## src/rtl/ssd_pkg.sv

```systemverilog
// Purpose: shared constants, state encoding and helpers for the seven-segment driver.
// Latency: n/a (package only).
// Backpressure: n/a (package only).
package ssd_pkg;

    // Active-low segment codes, bit order {g,f,e,d,c,b,a}.
    localparam logic [6:0] SEG_0     = 7'b1000000;
    localparam logic [6:0] SEG_1     = 7'b1111001;
    localparam logic [6:0] SEG_2     = 7'b0100100;
    localparam logic [6:0] SEG_3     = 7'b0110000;
    localparam logic [6:0] SEG_4     = 7'b0011001;
    localparam logic [6:0] SEG_5     = 7'b0010010;
    localparam logic [6:0] SEG_6     = 7'b0000010;
    localparam logic [6:0] SEG_7     = 7'b1111000;
    localparam logic [6:0] SEG_8     = 7'b0000000;
    localparam logic [6:0] SEG_9     = 7'b0010000;
    localparam logic [6:0] SEG_BLANK = 7'h7F;

    localparam logic [3:0] ANODE_OFF = 4'hF;

    typedef enum logic {
        IDLE = 1'b0,
        CONV = 1'b1
    } state_t;

    // Double-dabble correction: every BCD nibble >= 5 gets +3 so the
    // following left shift carries correctly into the next decade.
    function automatic logic [15:0] dabble_adj(input logic [15:0] bcd);
        logic [15:0] res;
        res = bcd;
        for (int k = 0; k < 4; k++) begin
            if (bcd[k*4 +: 4] >= 4'd5) begin
                res[k*4 +: 4] = bcd[k*4 +: 4] + 4'd3;
            end
        end
        return res;
    endfunction

    // Nibbles above 9 cannot come out of a correct conversion; they show blank.
    function automatic logic [6:0] seg_decode(input logic [3:0] d);
        logic [6:0] seg;
        case (d)
            4'd0:    seg = SEG_0;
            4'd1:    seg = SEG_1;
            4'd2:    seg = SEG_2;
            4'd3:    seg = SEG_3;
            4'd4:    seg = SEG_4;
            4'd5:    seg = SEG_5;
            4'd6:    seg = SEG_6;
            4'd7:    seg = SEG_7;
            4'd8:    seg = SEG_8;
            4'd9:    seg = SEG_9;
            default: seg = SEG_BLANK;
        endcase
        return seg;
    endfunction

endpackage

```

## src/rtl/ssd_driver_if.sv

```systemverilog
// Purpose: groups the value/load/busy handshake and the display pins of ssd_driver.
// Latency: n/a (wiring only).
// Backpressure: busy high means load is ignored; no queueing.
// Ports: value/load driven by the producer (master); busy, anode, cathode, dp
//        driven by the display driver (slave).
interface ssd_driver_if #(
    parameter int VAL_W = 13
);
    logic [VAL_W-1:0] value;
    logic             load;
    logic             busy;
    logic [3:0]       anode;
    logic [6:0]       cathode;
    logic             dp;

    modport master (
        output value, load,
        input  busy, anode, cathode, dp
    );

    modport slave (
        input  value, load,
        output busy, anode, cathode, dp
    );
endinterface

```

## src/rtl/bin2bcd_seq.sv

```systemverilog
// Purpose: sequential binary-to-BCD converter (shift-add-3) with an atomic output register.
// Latency: load at edge N -> o_bcd updated and o_busy low at edge N+VAL_W.
// Backpressure: i_load is ignored while o_busy is high; nothing is queued.
// Ports: clk, rst (async active-low), i_value/i_load in, o_busy and o_bcd (4 BCD digits) out.
module bin2bcd_seq
    import ssd_pkg::*;
#(
    parameter int VAL_W = 13
) (
    input  logic             clk,
    input  logic             rst,
    input  logic [VAL_W-1:0] i_value,
    input  logic             i_load,
    output logic             o_busy,
    output logic [15:0]      o_bcd
);

    localparam int CNT_W = $clog2(VAL_W + 1);
    localparam logic [CNT_W-1:0] LAST_IT = CNT_W'(VAL_W - 1);

    state_t             r_state;
    logic [VAL_W-1:0]   r_bin;
    logic [15:0]        r_scratch;
    logic [CNT_W-1:0]   r_cnt;
    logic               r_busy;
    logic [15:0]        r_bcd;

    logic [15:0]        w_adj;
    logic [VAL_W+15:0]  w_shift;
    logic [15:0]        w_next_scratch;
    logic [VAL_W-1:0]   w_next_bin;

    // One iteration of the algorithm, computed combinationally so the final
    // iteration can be written straight into the display register.
    assign w_adj          = dabble_adj(r_scratch);
    assign w_shift        = {w_adj, r_bin} << 1;
    assign w_next_scratch = w_shift[VAL_W+15:VAL_W];
    assign w_next_bin     = w_shift[VAL_W-1:0];

    always_ff @(posedge clk or negedge rst) begin
        if (!rst) begin
            r_state   <= IDLE;
            r_bin     <= '0;
            r_scratch <= '0;
            r_cnt     <= '0;
            r_busy    <= 1'b0;
            r_bcd     <= '0;
        end else begin
            case (r_state)
                IDLE: begin
                    if (i_load) begin
                        r_bin     <= i_value;
                        r_scratch <= '0;
                        r_cnt     <= '0;
                        r_busy    <= 1'b1;
                        r_state   <= CONV;
                    end
                end
                CONV: begin
                    if (r_cnt == LAST_IT) begin
                        // Only the finished result ever reaches r_bcd.
                        r_bcd   <= w_next_scratch;
                        r_busy  <= 1'b0;
                        r_state <= IDLE;
                    end else begin
                        r_scratch <= w_next_scratch;
                        r_bin     <= w_next_bin;
                        r_cnt     <= r_cnt + 1'b1;
                    end
                end
            endcase
        end
    end

    assign o_busy = r_busy;
    assign o_bcd  = r_bcd;

endmodule

```

## src/rtl/ssd_driver.sv

```systemverilog
// Purpose: 4-digit common-anode seven-segment driver: binary in, BCD convert, multiplexed scan out.
// Latency: display reflects a load VAL_W cycles later; anode/cathode lag the digit index by one cycle.
// Backpressure: busy high while converting; loads during busy are dropped.
// Ports: clk, rst (async active-low), bus (slave modport: value/load in; busy, anode,
//        cathode, dp out).
module ssd_driver
    import ssd_pkg::*;
#(
    parameter int VAL_W        = 13,
    parameter int REFRESH_BITS = 18,
    parameter int BLANK_LZ     = 1
) (
    input  logic         clk,
    input  logic         rst,
    ssd_driver_if.slave  bus
);

    logic [REFRESH_BITS-1:0] r_refresh;
    logic [3:0]              r_anode;
    logic [6:0]              r_cathode;

    logic [15:0]             w_bcd;
    logic                    w_busy;
    logic [1:0]              w_idx;
    logic [3:0]              w_digit;
    logic                    w_lz;
    logic                    w_blank;

    bin2bcd_seq #(
        .VAL_W (VAL_W)
    ) u_bin2bcd (
        .clk     (clk),
        .rst     (rst),
        .i_value (bus.value),
        .i_load  (bus.load),
        .o_busy  (w_busy),
        .o_bcd   (w_bcd)
    );

    assign w_idx   = r_refresh[REFRESH_BITS-1 -: 2];
    assign w_digit = w_bcd[w_idx*4 +: 4];

    // A digit is a leading zero when it and every digit to its left are zero.
    // The rightmost digit always shows, so a value of 0 reads "0".
    always_comb begin
        w_lz = 1'b0;
        case (w_idx)
            2'd3: w_lz = (w_bcd[15:12] == 4'd0);
            2'd2: w_lz = (w_bcd[15:8]  == 8'd0);
            2'd1: w_lz = (w_bcd[15:4]  == 12'd0);
            default: w_lz = 1'b0;
        endcase
    end

    assign w_blank = (BLANK_LZ != 0) && w_lz;

    // Anode and cathode share one register stage so they switch on the same edge.
    always_ff @(posedge clk or negedge rst) begin
        if (!rst) begin
            r_refresh <= '0;
            r_anode   <= ANODE_OFF;
            r_cathode <= SEG_BLANK;
        end else begin
            r_refresh <= r_refresh + 1'b1;
            r_anode   <= ~(4'b0001 << w_idx);
            r_cathode <= w_blank ? SEG_BLANK : seg_decode(w_digit);
        end
    end

    assign bus.busy    = w_busy;
    assign bus.anode   = r_anode;
    assign bus.cathode = r_cathode;
    assign bus.dp      = 1'b1;

    a_digit_legal: assert property (@(posedge clk) disable iff (!rst) (w_digit <= 4'd9))
        else $error("ssd_driver: illegal BCD nibble %0d on digit %0d", w_digit, w_idx);

endmodule
```

## src/flat_wrapper.sv

```systemverilog
// flat-port wrapper written by rule: the top's interface ports become plain ports
module ssd_driver_flat import ssd_pkg::*;
#(
    parameter int VAL_W        = 13,
    parameter int REFRESH_BITS = 18,
    parameter int BLANK_LZ     = 1
)
  (clk, rst, bus_value, bus_load, bus_busy, bus_anode, bus_cathode, bus_dp);
  ssd_driver_if #(.VAL_W(VAL_W)) bus_i ();
  input  logic clk;
  input  logic rst;
  input wire logic [$bits(bus_i.value)-1:0] bus_value;
  input wire logic [$bits(bus_i.load)-1:0] bus_load;
  output wire logic [$bits(bus_i.busy)-1:0] bus_busy;
  output wire logic [$bits(bus_i.anode)-1:0] bus_anode;
  output wire logic [$bits(bus_i.cathode)-1:0] bus_cathode;
  output wire logic [$bits(bus_i.dp)-1:0] bus_dp;
  assign bus_i.value = bus_value;
  assign bus_i.load = bus_load;
  assign bus_busy = bus_i.busy;
  assign bus_anode = bus_i.anode;
  assign bus_cathode = bus_i.cathode;
  assign bus_dp = bus_i.dp;
  ssd_driver #(.VAL_W(VAL_W), .REFRESH_BITS(REFRESH_BITS), .BLANK_LZ(BLANK_LZ)) u_core (.clk(clk), .rst(rst), .bus(bus_i));
endmodule
```

## config.mk

```make
export PLATFORM = sky130hd
export DESIGN_NAME = ssd_driver_flat
export DESIGN_NICKNAME = d
export VERILOG_FILES = /design/src/rtl/ssd_pkg.sv /design/src/rtl/ssd_driver_if.sv /design/src/rtl/bin2bcd_seq.sv /design/src/rtl/ssd_driver.sv /design/src/flat_wrapper.sv
export SDC_FILE = /design/constraint.sdc
export NUM_CORES = 1
export LEC_CHECK = 0
export BUFFER_PORTS_ARGS = -buffer_cell sky130_fd_sc_hd__buf_2
export CORE_MARGIN = 2
export CORE_UTILIZATION = 59
export CTS_CLUSTER_SIZE = 25
export DETAILED_ROUTE_END_ITERATION = 6
export MAX_ROUTING_LAYER = met4
export PLACE_DENSITY = 0.79
export SLEW_MARGIN = 20
export SYNTH_ARGS = -nofsm -noshare
export SYNTH_HDL_FRONTEND = slang
export SYNTH_SLANG_ARGS = --single-unit
```

## constraint.sdc

```tcl
create_clock -name clk -period 2.4 [get_ports clk]
set_input_delay 0.12 -clock clk [delete_from_list [all_inputs] [get_ports clk]]
set_output_delay 0.12 -clock clk [all_outputs]
set_load 0.03 [all_outputs]
```

---- Word-level counts from Yosys, hierarchy flattened ----
Memory sizes are Yosys's and may differ from the RTL's.
Cells that the tools add are included.
word-level totals
  register bits ........................... 80
  bits in read-only memories .............. 112
  bits of input ports ..................... 16
  output and inout bits ................... 13
  word-level logic and storage cells ...... 58
  memories ................................ 1
cells by class
  add/sub/neg operators ................... 6
  $lt $le $gt $ge ......................... 4
  equality and inequality tests ........... 7
  shift-type cells ........................ 2
  mux-type cells .......................... 21
  bitwise logic cells ..................... 2
  reductions and logical operators ........ 6
memory list
  memory            depth  bits a word  rd ports  clocked after memory_dff  write ports  RTL line       text
  (name not given)  16     7            1         0                         0            ssd_pkg.sv:42  case (d)
operators with widths
  cell                   count
  $mux 16                2
  $pmux 16 s2            1
  $mux 13                2
  $pmux 13 s2            1
  $mux 4                 5
  $add 18x1->18 const B  1
  $ge 4x3->1 const B     4
  $shiftx 16x5->4        1
  $add 4x2->4 const B    3
  $logic_not 12->1       1
  $logic_not 8->1        1
  $pmux 4 s2             1
  $mux 7                 1
  $reduce_and 2->1       3
  $add 4x1->4 const B    1
  $eq 2x2->1 const B     2
  $eq 4x4->1 const B     1
  $logic_not 4->1        1
  $mux 1                 4
  $ne 2x2->1 const B     2
  $not 4->4              1
  $pmux 1 s2             2
  $shl 1x2->4 const A    1
  $add 3x2->3 const B    1
  5 further kinds        5

---- Depth between registers and ports, before layout ----
  depth after elaboration ................. 4
  mapped depth ............................ 8
  mapped depth without buffers ............ 7

---- Modules after synthesis ----
From an unflattened synthesis, not the netlist that was laid out.
second synthesis, totals
  cells, all modules ...................... 361
  area total of the unflattened synthesis .. 3873.7 µm²
by module, submodules not included
  module       times used  cells an instance  area each (µm²)
  bin2bcd_seq  1           246                2468.6
  ssd_driver   1           115                1405.1

---- Worst setup path before layout ----
Ideal clock, no wire load.
  path kind ............................... flip-flop to flip-flop
  from .................................... register u_core.r_refresh[17]
  to ...................................... register u_core.r_cathode[4], in the netlist u_core.bus.cathode[4]
  library setup time ...................... 86 ps
  arrival ................................. 1589 ps
  path slack .............................. 726 ps
  cell stages (with the launch flop) ...... 9
  path buffers ............................ 1
  cell sequence ........................... dfrtp_1 -> buf_6 -> mux4_2 -> inv_1 -> ha_1 -> inv_1 -> a21o_1 -> a21oi_2 -> o22ai_1
between the ends
  longest elaborated chain between the ends .. 3
  elaborated cells between the ends (all ways) .. 7
  classes of those cells .................. eq/ne (3); shift (1); mux (2); memory (1)
RTL lines
  item                                           RTL line          text
  start: declaration                             ssd_driver.sv:18  logic [REFRESH_BITS-1:0] r_refresh;
  start signal: assignment                       ssd_driver.sv:64  r_refresh <= r_refresh + 1'b1;
  $shiftx 16x5->4, or another cell as far along  ssd_driver.sv:41  assign w_digit = w_bcd[w_idx*4 +: 4];
  $mem_v2 16x7 or $pmux 1 s3 (tied branches)     -
  $mux 7 *                                       ssd_driver.sv:66  r_cathode <= w_blank ? SEG_BLANK : seg_decode(w_digit);
  end signal: assignment                         ssd_driver.sv:66
  end: declaration                               ssd_driver.sv:20  logic [6:0] r_cathode;
Every way passes the cells marked *; elsewhere a longest branch is shown, timed or not.
A chain may end at the register's enable or synchronous reset.

---- Worst setup path in the final report ----
  from .................................... register u_core.r_refresh[17]
  to ...................................... register u_core.r_cathode[3], in the netlist u_core.bus.cathode[3]
Same word-level chain as after synthesis.

==> reports/results.txt <==
Status: finished clean
Antenna violations before repair: 0
Synth top area share: 45.76%
First-pass GRT wire length: 11750 um
Area Overhead vs Synth: 13.46%
Largest area contributor in the synthesized netlist: dfrtp_1
Reg-to-reg setup timing slack: 430 ps
Clock Path Buffers: 2
CTS tree: done
Post-CTS setup buffers: 0
Layout Utilization: 68.21%
LEAKAGE: 1.979 nW
Antenna diode count: 0
Most frequent cell after synthesis: dfrtp_1
CTS Buf Count: 9
H-tree depth: 3
Ys async rst share: 100.0%
RSZ-0062 raised after global routing: false
Fin worst setup slack: 434.3 ps
Hold Vio Cnt, Final: 0
Total routed wirelength: 6659 um
First-pass iteration count of the detailed router: 4
Skew final: 9.271 ps
Max VDD drop: 0.0006467 V
Startpoint types: register
CP max-delay cell: mux4_2
ANT nets after route: 0
Final period util: 81.91%
Worst path cell trace: mux4_2, inv_1, ha_1, inv_1, mux2i_1, o21ai_1
Die Wd: 83.98 um
Grt met2 use: 33.31%
Number of synthesized register bits: 80
GP Congestion: 0.8039
Post-CTS Resized: 0
CP Launch Point: u_core.r_refresh[17]
Cells after synthesis: 360
Final Non-Filler Cells: 480
Fraction of layout cells with a size suffix above 1: 17.62%
Ports: 29
Cell Rows: 29
HP Class: input pin to register
Worst slew margin: 34.88%
Synth top cells by count: 69 x dfrtp_1, 52 x nand2_1, 32 x o21ai_0
Worst path buffer plus inverter count: 2
Post-synthesis sequential area ratio: 53.42%
Total power: 5.071 mW
Reg2Reg Launch Point: u_core.r_refresh[17]
Fin. max-slew vios: 0
Crit path capture: u_core.bus.cathode[3]
CP endpoint kind: register
EDFF count, synth: 0
Slew @ Worst Pin: 976.7 ps
Syn nets: 392
CP arrival: 2240 ps
Total clock sinks: 80
Met3 GRT Util: 4.253%
Place WS: 467.5 ps
DRC: 0
Clock Pin Slew Worst Setup and Hold Paths: 70 ps
R2r endpoint: u_core.bus.cathode[3]
Reg2reg path depth: 6
Top post-synthesis cells by area: dfrtp_1 46%, dfstp_2 7.7%, ha_1 5.3%
Syn_area_per_cell: 10.48 um2
Die ar.: 0.007052 mm2
Largest net degree at the start of global routing: 81
Worst-skew pair later-pin latency: 350 ps
Final HPWL DP: 4611 um
Fin Setup TNS: 0 ps
DR iter-0 viols: 209
Die Y: 83.98 um
Post-route minimum period: 1966 ps
Cell variety after synth: 38
GR Util All Layers: 21.57%
Crit-path max cell delay: 630 ps
Cell type group with the largest total delay on the critical path: multiplexers
Max-Cap Viols: 0
Layout Nets: 430
Syn. warnings: 0
GR Overflow Total: 0
Ys flop type: dfrtp_1
Worst Path Max Fanout: 10
Buffers on Ports: 27
WL per Instance: 13.87 um
Grt peak-use layer: met2
Worst EP required: 2670 ps
Filler cell count: 486
Max Clk Rate: 0.5087 GHz
Vias: 2715
Vias in the first global route: 2616
CTS root buffer: clkbuf_8
Critical Path Stages: 6
Post-Place Cells: 455
Critical path class: register to register
Vias/cell: 5.656
Initial Util: 60.12%
Post-CTS Hold Buffers: 9
Cell mode on critical path: inv_1
Core area: 0.006277 mm2
Synthesized area: 0.003774 mm2
Routing usage on met1: 28.13%
PD cells: 1184 mW/mm2
Final setup viols: 0
==> flip-flops by register name, indices dropped and copies added (netlist names) <==
name,flops
u_core.bus.anode,4
u_core.bus.cathode,7
u_core.r_refresh,18
u_core.u_bin2bcd.o_bcd,16
u_core.u_bin2bcd.o_busy,1
u_core.u_bin2bcd.r_bin,13
u_core.u_bin2bcd.r_cnt,4
u_core.u_bin2bcd.r_scratch,16
u_core.u_bin2bcd.r_state,1
==> cells in the final DEF (no fill, tap or decap), drive strengths merged, types with 2 or more instances in the layout <==
master / n
mux2: 5
a21oi: 15
nor3: 4
mux2i: 2
nor3b: 7
xnor2: 15
and3: 5
nand3: 20
clkbuf: 13
nand2b: 7
dfrtp: 69
dfstp: 11
nor2: 9
a32o: 4
mux4: 4
inv: 20
nand4: 6
o21ai: 37
ha: 16
or4: 2
dlygate4sd3: 9
nand2: 52
a22oi: 12
o31ai: 7
a21o: 2
bufinv: 2
buf: 33
xor2: 7
==> worst reg2reg max path: stages, from the launching register on <==
cell	delay, ps
dfrtp_1	590
mux4_2	630
inv_1	140
ha_1	250
inv_1	70
mux2i_1	80
o21ai_1	140
==> metal layers <==
metal / share of wire [%] / wire length [um]
met4: 2.2 / 144
met5: 0 / 0
met2: 48 / 3199
met1: 47 / 3129
met3: 2.8 / 186
==> kinds of logic after synthesis <==
| kind of cell | after synthesis | synth area share [%] |
|---|---|---|
| flip-flops | 80 | 53.42 |
| XOR/XNOR | 22 | 5.106 |
| adder cells (fa/ha/maj) | 16 | 5.305 |
| other | 1 | 0.09937 |
| AND/OR/NAND/NOR | 115 | 14.52 |
| multiplexers | 11 | 4.410 |
| buffers and inverters | 35 | 3.979 |
| AO/OA/AOI/OAI | 80 | 13.16 |
==> cell type report <==
cell class / instances / area, um2 / area share, %
repair buffers: 42 / 272.8 / 6.371
clock inverters: 3 / 65.06 / 1.520
multi-input cells: 245 / 1608 / 37.55
inverters: 20 / 75.07 / 1.753
clock buffers: 13 / 148.9 / 3.478
flip-flops and latches: 80 / 2016 / 47.08
well taps: 77 / 96.34 / 2.250
==> where the power goes <==
part / switching (mW) / total, mW / internal, mW
registers: 0.321 / 2.13 / 1.81
clock network: 0.458 / 1.07 / 0.615
logic: 1.08 / 1.87 / 0.789
==> worst min-delay path by stage <==
| stage | from | end | slack, ps | cells past startpoint |
|---|---|---|---|---|
| 6_report | bus_value[7] | u_core.u_bin2bcd.r_bin[7] | 10 | 3 |
| 5_1_grt | bus_value[2] | u_core.u_bin2bcd.r_bin[2] | 10 | 3 |
| 4_1_cts | bus_value[7] | u_core.u_bin2bcd.r_bin[7] | 0.4 | 3 |
| 3_5_place_dp | rst | u_core.r_refresh[7] | 340 | 1 |
| 3_3_place_gp | rst | u_core.r_refresh[8] | 330 | 1 |
| 2_1_floorplan | rst | u_core.r_refresh[0] | -180 | 0 |
==> per-stage QoR <==
step	area (um2)	hold slack (ps)
after detailed placement	3978	335.4
after global routing	4282	11.04
after CTS	4282	0.3501
after floorplan	3774	-175.6
after global placement	3978	325.1
final	4282	12.03
(Power assumes the default switching activity.)
